**config.mk**
```make
export PLATFORM = sky130hd
export DESIGN_NAME = uart_rx_pkt_ctrl
export DESIGN_NICKNAME = d
export VERILOG_FILES = /design/src/rtl/uart_rx_pkt_ctrl.sv
export SDC_FILE = /design/constraint.sdc
export NUM_CORES = 1
export LEC_CHECK = 0
export CORE_MARGIN = 5
export CORE_UTILIZATION = 55
export CTS_BUF_LIST = sky130_fd_sc_hd__clkbuf_4 sky130_fd_sc_hd__clkbuf_8
export CTS_CLUSTER_DIAMETER = 60
export DETAILED_ROUTE_END_ITERATION = 8
export DONT_BUFFER_PORTS = 1
export GPL_ROUTABILITY_DRIVEN = 0
export PLACE_DENSITY_LB_ADDON = 0.08
export SYNTH_ARGS = -nofsm -noshare
export SYNTH_HDL_FRONTEND = slang
export SYNTH_SLANG_ARGS = --single-unit
```
**constraint.sdc**
```tcl
create_clock -name clk -period 2.5 [get_ports clk]
set_clock_uncertainty 0.05 [all_clocks]
set_input_delay 0.75 -clock clk [delete_from_list [all_inputs] [get_ports clk]]
set_output_delay 0.75 -clock clk [all_outputs]
set_load 0.03 [all_outputs]
```
**src/rtl/uart_rx_pkt_ctrl.sv**
```systemverilog
// uart_rx_pkt_ctrl: frames UART bytes into sync/len/payload/cksum packets.
// Optional inter-byte timeout enabled by UART_RX_PKT_CTRL_TIMEOUT_EN.
module uart_rx_pkt_ctrl #(
  parameter int         MAX_LEN        = 16,
  parameter logic [7:0] SYNC_BYTE      = 8'hA5,
  parameter int         TIMEOUT_CYCLES = 50000
) (
  input  logic       clk,
  input  logic       rst_n,
  input  logic [7:0] rx_data,
  input  logic       rx_valid,
  output logic       pkt_ready,
  output logic [7:0] pkt_len,
  input  logic [7:0] rd_addr,
  output logic [7:0] rd_data,
  input  logic       pkt_ack,
  output logic       busy,
  output logic       err_cksum,
  output logic       err_len,
  output logic       err_timeout,
  output logic       overrun
);

  localparam int AW = (MAX_LEN > 1) ? $clog2(MAX_LEN) : 1;
  localparam logic [7:0] MAX_B = 8'(MAX_LEN);

  typedef enum logic [2:0] {
    S_IDLE,
    S_LEN,
    S_PAY,
    S_CK,
    S_HOLD
  } state_t;

  state_t     state_q, state_d;
  logic [7:0] len_q, len_d;
  logic [7:0] idx_q, idx_d;
  logic [7:0] acc_q, acc_d;
  logic       wr_en;
  logic       ck_err_d, len_err_d, ovr_d;
  logic       to_hit;
  logic [7:0] rd_q;
  logic [7:0] mem [MAX_LEN];

  assign busy      = (state_q == S_LEN) || (state_q == S_PAY)
                  || (state_q == S_CK);
  assign pkt_ready = (state_q == S_HOLD);
  assign pkt_len   = pkt_ready ? len_q : 8'd0;
  assign rd_data   = rd_q;

`ifdef UART_RX_PKT_CTRL_TIMEOUT_EN
  localparam int TW = $clog2(TIMEOUT_CYCLES);
  localparam logic [TW-1:0] TO_LAST = TW'(TIMEOUT_CYCLES - 1);

  logic [TW-1:0] to_cnt_q;
  logic          to_err_q;

  // a byte in the expiry cycle wins, so rx_valid masks the hit
  assign to_hit = busy && !rx_valid && (to_cnt_q == TO_LAST);
  assign err_timeout = to_err_q;

  // idle-cycle counter, live only while a packet is in flight
  always_ff @(posedge clk or negedge rst_n) begin
    if (!rst_n) begin
      to_cnt_q <= '0;
      to_err_q <= 1'b0;
    end else begin
      to_err_q <= to_hit;
      if (!busy || rx_valid || to_hit)
        to_cnt_q <= '0;
      else
        to_cnt_q <= to_cnt_q + 1'b1;
    end
  end
`else
  assign to_hit      = 1'b0;
  assign err_timeout = 1'b0;
`endif

  // next-state and datapath decode
  always_comb begin
    state_d   = state_q;
    len_d     = len_q;
    idx_d     = idx_q;
    acc_d     = acc_q;
    wr_en     = 1'b0;
    ck_err_d  = 1'b0;
    len_err_d = 1'b0;
    ovr_d     = 1'b0;
    if (to_hit) begin
      state_d = S_IDLE;
    end else begin
      unique case (state_q)
        S_IDLE: begin
          if (rx_valid && (rx_data == SYNC_BYTE))
            state_d = S_LEN;
        end
        S_LEN: begin
          if (rx_valid) begin
            if (rx_data > MAX_B) begin
              len_err_d = 1'b1;
              state_d   = S_IDLE;
            end else begin
              len_d   = rx_data;
              acc_d   = rx_data;
              idx_d   = 8'd0;
              state_d = (rx_data == 8'd0) ? S_CK : S_PAY;
            end
          end
        end
        S_PAY: begin
          if (rx_valid) begin
            wr_en = 1'b1;
            acc_d = acc_q + rx_data;
            idx_d = idx_q + 8'd1;
            if (idx_q == len_q - 8'd1)
              state_d = S_CK;
          end
        end
        S_CK: begin
          if (rx_valid) begin
            if (rx_data == acc_q) begin
              state_d = S_HOLD;
            end else begin
              ck_err_d = 1'b1;
              state_d  = S_IDLE;
            end
          end
        end
        S_HOLD: begin
          if (rx_valid)
            ovr_d = 1'b1;
          if (pkt_ack)
            state_d = S_IDLE;
        end
        default: state_d = S_IDLE;
      endcase
    end
  end

  // state, framing registers and error pulses
  always_ff @(posedge clk or negedge rst_n) begin
    if (!rst_n) begin
      state_q   <= S_IDLE;
      len_q     <= 8'd0;
      idx_q     <= 8'd0;
      acc_q     <= 8'd0;
      err_cksum <= 1'b0;
      err_len   <= 1'b0;
      overrun   <= 1'b0;
    end else begin
      state_q   <= state_d;
      len_q     <= len_d;
      idx_q     <= idx_d;
      acc_q     <= acc_d;
      err_cksum <= ck_err_d;
      err_len   <= len_err_d;
      overrun   <= ovr_d;
    end
  end

  // payload buffer write; contents survive reset
  always_ff @(posedge clk) begin
    if (wr_en)
      mem[idx_q[AW-1:0]] <= rx_data;
  end

  // registered host read, zero beyond the buffer
  always_ff @(posedge clk or negedge rst_n) begin
    if (!rst_n)
      rd_q <= 8'd0;
    else if (rd_addr < MAX_B)
      rd_q <= mem[rd_addr[AW-1:0]];
    else
      rd_q <= 8'd0;
  end

endmodule

```
==> results.yml <==
outcome:
  status: "finished clean"
cells_and_area:
  area_growth_pct: 9.167
  n_antenna_cell: 0
  fin_util: 0.6089
  finalNetCount: 497
  drive_above_1_share: 0.1593
  layout_commonest_cell: "edfxtp_1"
  final_cell_mix: "edfxtp_1, dfrtp_1, mux4_1"
synth:
  netlist.area_leader.share: 0.5224
  synth_ff_type: "edfxtp_1"
  synth_cell_type_count: 54
  async_flop_share: 0.2289
  syn-num-nets: 480
  syn_area_mm2: 0.007357
  ys_seq_area_frac: 0.6517
  synth_edf_count: 128
  yosys_warnings: 0
  synth_largest_area_cell: "edfxtp_1"
  synth.area.top_cells: "edfxtp_1, dfrtp_1, mux4_1"
  synth-seq-cells: 166
  syn_area_per_cell_um2: 16.46
  synth_cells: 447
floorplanning:
  rows: 42
  chipHeight_um: 125.7
  start_util: 0.5578
  dieArea_mm2: 0.01579
  dieWidth_um: 125.7
  top_level_ports: 42
  coreArea_mm2: 0.01319
drt:
  drtIter0Drc: 214
  ant_nets: 0
  dr.pass1.iters: 4
  num_vias: 3824
  wl_um: 14410
  vias_per_cell: 5.856
  drc: 0
  wl_per_cell_um: 22.07
setup_path:
  rrSetupSlack_ns: 0.33
  r2r_start: "state_q[0]"
  r2r-end: "mem[0][4]"
  cp.arrival_ns: 1.57
  path_max_fanout: 10
  crit_slowest_cell: "dfrtp_2"
  crit_type: "register to primary output"
  setup.worst_path.start_class: "register"
  end_kind: "primary output"
  slowest_delay_ns: 0.49
  rr_worst_depth: 4
  cp-startpoint: "state_q[1]"
  path_cells: "nor2_4, buf_4, and3_1"
  critPathRequiredTime_ns: 1.70
worst_hold_path:
  hold_path_class: "primary input to asynchronous set/reset pin"
timing:
  tns_ns: 0
  fin_crit_sh: 0.9491
  drv_slew: 0
  relSlewSlack: 0.6393
  setup_viol: 0
  min_period_ns: 2.373
  fmax_ghz: 0.4215
  hold_viol: 0
  rsz0062_at_grt: "no"
  worstMarginPinSlew_ns: 0.5390
cts:
  cts_root_buffer: "clkbuf_8"
  tritoncts: "done"
  clkTransAtPathRegs_ns: 0.09
  ctsHtreeMaxLevel: 4
  clk_path_buf_depth: 2
  cts_buffers: 17
  worstSkewPairLatency_ns: 0.46
  cts_sinks: 166
flow_run:
  max_cap_violations: 0
power:
  powerDensity_mw_per_mm2: 846.3
  power.total_mw: 6.797
  peakVddDrop_v: 0.0004403
  leakage_nw: 3.005
grt:
  grt_max_degree: 39
  grt_util_all_layers: 0.1920
  grt_pass1_wl_um: 22650
  grt_overflow_total: 0
  grt_pass1_vias: 4007
  antenna_found_initial: 0
placement:
  hpwlAfterDp_um: 9326
  io_buffers: 0
synthesized netlist by cell type (all sizes together), types with 4 or more instances:
cell type,n
edfxtp,128
mux4,40
dfrtp,38
nand2,23
nor2,23
and2,16
and3,15
o21ai,14
xor2,13
ha,12
a21oi,11
buf,11
inv,11
clkbuf,10
nor2b,10
nor3,8
xnor2,8
mux2i,7
nand4,6
nand3,5
a21o,4
worst max path at each step:
stage / endpoint / slack, ns / cells past startpoint
final: pkt_len[4] / 0.13 / 3
after global routing: pkt_len[0] / 0.04 / 5
after CTS: pkt_len[0] / 0.02 / 5
after detailed placement: mem[0][4] / 0.14 / 4
after global placement: mem[0][4] / 0.15 / 4
after floorplan: pkt_len[0] / 0.07 / 5
timing repair:
item / CTS / global route
setup endpoints to repair: 9 / 2
hold buffers: 1 / 0
gates resized for setup: 4 / 0
buffers inserted: 0 / 1
pin swaps: 0 / 1
hold endpoints to repair: 38 / 0
registers in the layout (all words and copies together) (netlist names):
register and count:
mem 128, acc_q 8, idx_q 8, len_q 8
rd_data 8, state_q 3, err_cksum 1, err_len 1
overrun 1
through the flow:
step,cells,hold slack [ns],setup WS [ns],cell area [µm²]
2_1_floorplan,447,0.4038,0.07362,7357
3_3_place_gp,619,0.4063,0.1518,7575
3_5_place_dp,619,0.4057,0.1440,7575
4_1_cts,652,0.05697,0.02420,8024
5_1_grt,653,0.04967,0.04089,8031
6_report,653,0.07569,0.1273,8031
per-layer routing:
| layer | track usage | up-vias | routed length [µm] |
|---|---|---|---|
| met1 | 0.2520 | 1948 | 6373 |
| li1 | - | 1776 | - |
| met4 | 0.04401 | 0 | 145 |
| met3 | 0.06435 | 13 | 757 |
| met5 | 0 | - | 0 |
| met2 | 0.3153 | 87 | 7138 |
layout make-up:
type                            count  area (µm²)
Multi-Input combinational cell    249        2399
Clock inverter                      7       93.84
Sequential cell                   166        4797
Tap cell                          176       220.2
Clock buffer                       25       325.3
Fill cell                        1017        5159
Inverter                           11       41.29
Timing Repair Buffer               19       155.1
critical path, delay by kind of cell, from the launching register on:
kind / cells / cell delay, ns
buffers and inverters: 1 / 0.14
and+or+nand+nor: 2 / 0.48
DFF: 1 / 0.49
report_power, final:
group          internal (mW)  total [mW]  switching (mW)  leakage [nW]
Sequential              3.23        3.49           0.258          1.64
Combinational          0.610        1.32           0.714          1.15
Clock                   1.05        1.98           0.929         0.212
cells by family (layout without fill, tap and decap cells):
logic type / after synthesis / in the layout / share of synthesized area
other: 1 / 1 / 0.0005097
AO/OA/AOI/OAI: 45 / 45 / 0.04252
multiplexers: 47 / 47 / 0.1442
XOR/XNOR: 21 / 21 / 0.02500
flip-flops: 166 / 166 / 0.6517
buffers and inverters: 32 / 62 / 0.02330
adder cells (fa/ha/maj): 13 / 13 / 0.02313
AND/OR/NAND/NOR: 122 / 122 / 0.08963
Note: power is estimated with default switching activity, not from simulation.
